===== src/rtl/uart_parity_calculator_pkg.sv =====
// Shared UART definitions: parity mode encodings, standard character
// widths and the mode-mapping helper used by the parity calculator.
package uart_parity_calculator_pkg;

   typedef enum logic [1:0] {
      PAR_NONE = 2'd0,
      PAR_EVEN = 2'd1,
      PAR_ODD  = 2'd2,
      PAR_RSVD = 2'd3
   } par_mode_t;

   localparam logic [3:0] DBITS_7 = 4'd7;
   localparam logic [3:0] DBITS_8 = 4'd8;

   // Turns the XOR of the covered data bits into the transmitted parity bit.
   // Even parity sends the XOR itself so the total count of ones is even,
   // odd parity sends its complement, and "none" or the reserved code
   // always produce 0 so downstream logic sees a quiet line.
   function automatic logic apply_parity_mode(input logic x, input logic [1:0] mode);
      logic result;
      result = 1'b0;
      case (mode)
         PAR_EVEN: result = x;
         PAR_ODD:  result = ~x;
         default:  result = 1'b0;
      endcase
      return result;
   endfunction

endpackage


===== src/rtl/uart_parity_calculator_msb_mask_gen.sv =====
// Coverage mask generator: characters are MSB-aligned in the data word, so
// a character of n bits occupies the top n bit positions. The requested
// width is clamped to the storage width, and a width of zero covers nothing.
module msb_mask_gen #(
   parameter int DBIT = 8
) (
   input  logic [3:0]      dbit,
   output logic [DBIT-1:0] mask
);

   import uart_parity_calculator_pkg::*;

   localparam logic [4:0] DBIT_W = 5'(DBIT);

   logic [4:0] n_eff;
   logic [4:0] low_bound;

   // Clamp the requested width and find the lowest covered bit index.
   always_comb begin
      n_eff = {1'b0, dbit};
      if (n_eff > DBIT_W) begin
         n_eff = DBIT_W;
      end
      low_bound = DBIT_W - n_eff;
   end

   for (genvar i = 0; i < DBIT; i++) begin : g_mask
      assign mask[i] = (5'(i) >= low_bound);
   end

endmodule


===== src/rtl/uart_parity_calculator.sv =====
// UART parity calculator. Provides a zero-latency combinational parity for
// the rx checker plus a registered, valid-qualified copy for pipelined
// users. Every in_valid cycle is accepted; there is no backpressure.
module uart_parity_calculator #(
   parameter int DBIT = 8
) (
   input  logic            clk,
   input  logic            reset,
   input  logic [DBIT-1:0] data,
   input  logic [3:0]      dbit,
   input  logic [1:0]      pbit,
   input  logic            in_valid,
   output logic            parity_c,
   output logic            parity,
   output logic            out_valid
);

   import uart_parity_calculator_pkg::*;

   logic [DBIT-1:0] mask;
   logic [DBIT-1:0] covered;
   logic            x;

   msb_mask_gen #(
      .DBIT (DBIT)
   ) u_mask (
      .dbit (dbit),
      .mask (mask)
   );

   // Keep only the character bits, fold them to one XOR bit, map by mode.
   always_comb begin
      covered  = data & mask;
      x        = ^covered;
      parity_c = apply_parity_mode(x, pbit);
   end

   // Output register: reset wins over a simultaneous capture request.
   always_ff @(posedge clk) begin
      if (!reset) begin
         parity    <= 1'b0;
         out_valid <= 1'b0;
      end else begin
         if (in_valid) begin
            parity <= parity_c;
         end
         out_valid <= in_valid;
      end
   end

endmodule


===== config.mk =====
export PLATFORM = sky130hd
export DESIGN_NAME = uart_parity_calculator
export DESIGN_NICKNAME = d
export VERILOG_FILES = /design/src/rtl/uart_parity_calculator_pkg.sv /design/src/rtl/uart_parity_calculator_msb_mask_gen.sv /design/src/rtl/uart_parity_calculator.sv
export SDC_FILE = /design/constraint.sdc
export NUM_CORES = 1
export LEC_CHECK = 0
export ABC_AREA = 1
export BUFFER_PORTS_ARGS = -buffer_cell sky130_fd_sc_hd__buf_2
export CORE_UTILIZATION = 30
export CTS_CLUSTER_SIZE = 24
export DETAILED_ROUTE_END_ITERATION = 10
export GPL_TIMING_DRIVEN = 0
export RECOVER_POWER = 100
export SLEW_MARGIN = 10
export SYNTH_ARGS = -nofsm -noshare
export SYNTH_HDL_FRONTEND = slang
export SYNTH_SLANG_ARGS = --single-unit
export TNS_END_PERCENT = 30

===== constraint.sdc =====
create_clock -name clk -period 4.9 [get_ports clk]
set_input_delay 0.98 -clock clk [delete_from_list [all_inputs] [get_ports clk]]
set_output_delay 0.98 -clock clk [all_outputs]
set_load 0.005 [all_outputs]

Word level (Yosys, flattened, before mapping)
Cells that the tools add are included.
{"block": "totals", "reg_bits": 2, "in_bits": 17, "out_inout_bits": 3, "wordCells": 19}
{"block": "classes", "add_sub_neg": 1, "order_cmp": 9, "n_eq_ne": 2, "n_mux": 2, "n_bitwise": 2, "n_reduce_logical": 1}
{"cell": "greater-or-equal comparator 3 x 5 -> 1 bit, first input constant", "n": 4}
{"cell": "greater-or-equal comparator 1 x 5 -> 1 bit, first input constant", "n": 2}
{"cell": "greater-or-equal comparator 2 x 5 -> 1 bit, first input constant", "n": 2}
{"cell": "AND 8 bit", "n": 1}
{"cell": "parity 8 bit", "n": 1}
{"cell": "subtractor 4 x 4 -> 5 bit, first input constant", "n": 1}
{"cell": "> comparator 4 bit, second input constant", "n": 1}
{"cell": "two-way mux 4 bit", "n": 1}
{"cell": "== test 2 x 1 -> 1 bit, second input constant", "n": 1}
{"cell": "== test 2 bit, second input constant", "n": 1}
{"cell": "one-hot mux 1 bit (2 select lines)", "n": 1}
{"cell": "inverter 1 bit", "n": 1}

Logic depth before layout (Yosys ltp)
{"block": "logic_depth", "word_depth": 8, "depth_mapped": 20, "mapped_depth_nobuf": 20}

Cells and area by module
From an unflattened synthesis, not the netlist that was laid out.
{"block": "unflattened", "hier_cells": 102, "hier_area_um2": 511.7}
{"module": "uart_parity_calculator", "n_inst": 1, "cells_per_inst": 70, "area_each_um2": 324.1, "seq_area_each_um2": 40.0}
{"module": "msb_mask_gen", "n_inst": 1, "cells_per_inst": 32, "area_each_um2": 187.7, "seq_area_each_um2": 0.0}

Worst setup path after synthesis
No wires, ideal clock.
{"block": "synth_path", "path_type": "input -> output", "from": "in dbit[1]", "to": "out parity_c", "t_arrival_ns": 2.276, "t_required_ns": 3.920, "path_slack_ns": 1.644, "path_stages": 17, "path_buffers": 0, "cell_sequence": "inv_1 > nor2_1 > inv_1 > ha_1 > inv_1 > nor2_1 > nand2_1 > nand2_1 > nand2_1 > nand2_1 > nor2_1 > nand2_1 > nand2_1 > nand3_1 > nand2_1 > nand2_1 > nand2_1"}
{"block": "synth_via", "elab_chain_cells": 8, "elab_cells_between_ends": 15, "classes_between": "add/sub: 1; order compare: 9; mux: 2; bitwise: 2; reduce/logical: 1"}
{"item": "start: declaration", "line": "uart_parity_calculator.sv:10", "rtl": "input logic [3:0] dbit,"}
{"item": "> comparator 4 bit", "line": "uart_parity_calculator_msb_mask_gen.sv:21", "rtl": "if (n_eff > DBIT_W) begin"}
{"item": "two-way mux 4 bit (*)", "line": "uart_parity_calculator_msb_mask_gen.sv:21"}
{"item": "subtractor 4 x 4 -> 5 bit (*)", "line": "uart_parity_calculator_msb_mask_gen.sv:24", "rtl": "low_bound = DBIT_W - n_eff;"}
{"item": "greater-or-equal comparator 1 x 5 -> 1 bit (tied with other cells)", "line": "uart_parity_calculator_msb_mask_gen.sv:28", "rtl": "assign mask[i] = (5'(i) >= low_bound);"}
{"item": "AND 8 bit (*)", "line": "uart_parity_calculator.sv:33", "rtl": "covered = data & mask;"}
{"item": "parity 8 bit (*)", "line": "uart_parity_calculator.sv:34", "rtl": "x = ^covered;"}
{"item": "inverter 1 bit", "line": "uart_parity_calculator_pkg.sv:24", "rtl": "PAR_ODD: result = ~x;"}
{"item": "one-hot mux 1 bit (2 select lines) (*)", "line": "uart_parity_calculator_pkg.sv:22", "rtl": "case (mode)"}
{"item": "end: declaration", "line": "uart_parity_calculator.sv:13", "rtl": "output logic parity_c,"}
Mark *: on every way between the ends. The rest lies on a longest branch, timed or not.

Worst setup path in the final report
{"block": "layout_path", "from": "in dbit[3]", "to": "out parity_c"}
Same word-level chain as after synthesis.

==> flow_metrics.env <==
export IMPL_num_io_pins=20
export IMPL_synth_cell_types=16
export IMPL_synthToLayoutAreaGrowth_pct=27.58
export IMPL_drt_wl_total_um=997
export IMPL_syn_avg_cell_area_um2=5.165
export IMPL_drive_above_1_share_pct=31.03
export IMPL_netlist_area_um2=485.5
export IMPL_synth_top_area_share_pct=23.20
export IMPL_critPathMaxStageDelay_ns=0.36
export IMPL_power_uw=107.4
export IMPL_synth_seq_cells=2
export IMPL_htree_levels=1
export IMPL_final_common_cell="nand2_1"
export IMPL_crit_arrival_ns=2.66
export IMPL_numCtsBuffers=3
export IMPL_viasPerCell=4.424
export IMPL_final_area_um2=619.3
export IMPL_p_switching_uw=41.20
export IMPL_critPathKind="primary input to primary output"
export IMPL_cellInternalPower_uw=66.17
export IMPL_cts_sinks=2
export IMPL_post_cts_buffers=0
export IMPL_synthesis_nets=113
export IMPL_path_cells="clkbuf_1, inv_2, nand2_1, ha_1, inv_1, nor2_1, nand2_1, nand3_1, nand2_1, nor2_1, nand2_1, nand2_1, nand3_1, nand2_1, nand2_1, nand2_1, clkbuf_1"
export IMPL_drtAntennaViolNets=0
export IMPL_clock_latency_ns=0.22
export IMPL_root_buffer="clkbuf_4"
export IMPL_swShare_pct=38.37
export IMPL_drv_cap=0
export IMPL_fp_dieArea_um2=1783
export IMPL_tritoncts="yes"
export IMPL_rsz0062_at_grt="no"
export IMPL_crit_family="simple AND/OR/NAND/NOR gates"
export IMPL_antenna_found_initial=0
export IMPL_power_leakage_uw=0.0004045
export IMPL_hpwlAfterDp_um=870.7
export IMPL_grt_overflow=0
export IMPL_postCtsHoldBufs=0
export IMPL_dr_pass1_iters=4
export IMPL_drc=0
export IMPL_rrSetupSlack_ns=4.22
export IMPL_clkTransAtPathRegs_ns=0.03
export IMPL_n_fill_cell=176
export IMPL_synth_xor_area_share_pct=0
export IMPL_comb_power_share_pct=50.4
export IMPL_fin_tns_setup_ns=0
export IMPL_post_drt_wl_per_cell_um=7.553
export IMPL_grt_pass1_vias=505
export IMPL_hp_class="register to register"
export IMPL_fin_crit_sh_pct=74.35
export IMPL_vias=584
export IMPL_die_y_um=42.23
export IMPL_cp_common_cell="nand2_1"
export IMPL_crit_slowest_cell="ha_1"
export IMPL_yosys_area_share_simple_pct=67.53
export IMPL_netlist_instances=94
export IMPL_p_per_area_nw_per_um2=173.4
export IMPL_synth_fa_ha_area_share_pct=5.155
export IMPL_yosys_area_top_type="nand2_1"
export IMPL_nets=137
export IMPL_grt_start_max_net_pins=7
export IMPL_die_x_um=42.23
export IMPL_critPathBufInv=4
export IMPL_min_period_ns=3.643
export IMPL_fin_skew_ns=0
export IMPL_core_um2=1506
export IMPL_setup_viol_count_final=0
export IMPL_end_kind="primary output"
export IMPL_place_area_um2=600.6
export IMPL_layout_common_cells="nand2_1, inv_1, buf_2"
export IMPL_relSlewSlack_pct=79.12
export IMPL_sequentialPowerShare_pct=16.8
export IMPL_synthMuxAreaShare_pct=0
export IMPL_post_cts_resized=0
export IMPL_synth_top_family_by_area="simple AND/OR/NAND/NOR gates"
export IMPL_drt_iter0_markers=13
export IMPL_yosysWarningCount=0
export IMPL_port_buffers=19
export IMPL_final_hold_viol_count=0
export IMPL_insertedDiodeCount=0
export IMPL_track_usage_pct=12.21
export IMPL_max_freq_ghz=0.2745
export IMPL_drv_slew=0
export IMPL_num_rows=14
export IMPL_worst_pin_slew_ns=0.3099
export IMPL_start_kind="primary input"
export IMPL_grt_pass1_wl_mm=1.725
export IMPL_synth_compound_area_share_pct=3.608
export IMPL_start_util_pct=32.23
export IMPL_final_util_pct=41.11
export IMPL_synth_area_leaders="nand2_1, inv_1, nand2_2"
export IMPL_cts_buffer_depth=2
export IMPL_gp_congestion=0.8220
export IMPL_power_frac_clock_pct=32.8
export IMPL_peakVddDrop_uv=58.70
export IMPL_required_ns=3.92
export IMPL_cp_max_fo=6
export IMPL_status="finished clean"
export IMPL_ys_seq_area_share_pct=8.247
logic make-up after synthesis:
logic type	after synthesis
and+or+nand+nor	67
buffers and inverters	20
AOI/OAI and AO/OA	3
adders and majority gates	2
DFF	2
routing by layer:
metal / track usage [%] / wire, um / part of all wire (%)
met4: 5.000 / 13 / 1.3
met1: 14.36 / 477 / 48
met5: 0 / 0 / 0
met2: 20.31 / 479 / 48
met3: 3.879 / 26 / 2.6
layout make-up:
cell class                 instances  area (um2)  share of cell area [%]
sequential                         2       40.04                   6.465
inverter                          20       75.07                   12.12
timing repair buffer              19       91.34                   14.75
tap                               16       20.02                   3.232
multi-input combinational         72       370.4                   59.80
clock buffer                       3       22.52                   3.636
Yosys cell counts, drive strengths merged:
library cell / n
o21a: 1
ha: 2
nand2: 42
nand4: 2
nand3: 13
a21oi: 1
nor2: 10
inv: 20
dfxtp: 2
o21ai: 1
final timing paths:
check,start,end,depth (start not counted)
max reg2reg,parity$_SDFFE_PN0P_,parity$_SDFFE_PN0P_,3
min reg2reg,parity$_SDFFE_PN0P_,parity$_SDFFE_PN0P_,3
min,parity$_SDFFE_PN0P_,parity$_SDFFE_PN0P_,3
max,dbit[3],parity_c,17
registers in the layout, indices dropped and copies added, names as in the netlist:
signal     count
parity         1
out_valid      1
power groups by stage:
stage	registers, uW	logic (uW)	clock network, uW
after floorplan	18.3	38.7	0
after global placement	18.1	53.1	0
after detailed placement	18.2	54.8	0
after CTS	18.0	55.0	37.3
after global routing	18.1	61.9	39.6
final	18.0	54.1	35.3
stage by stage:
| step | setup WS [ns] | hold WS [ns] | instances |
|---|---|---|---|
| after floorplan | 1.644 | 0.5452 | 94 |
| after global placement | 1.300 | 0.5447 | 129 |
| after detailed placement | 1.285 | 0.5743 | 129 |
| after CTS | 1.280 | 0.5844 | 132 |
| after global routing | 0.9956 | 0.6089 | 132 |
| final | 1.257 | 0.5750 | 132 |
tightest hold or removal path, delay by kind of cell, from the launching register on:
| kind | cells | cell delay [ns] |
|---|---|---|
| buffers and inverters | 1 | 0.04 |
| flip-flops | 1 | 0.32 |
| AO/OA/AOI/OAI | 1 | 0.13 |
| AND/OR/NAND/NOR | 1 | 0.05 |
Power figures use the tool's default switching activity.
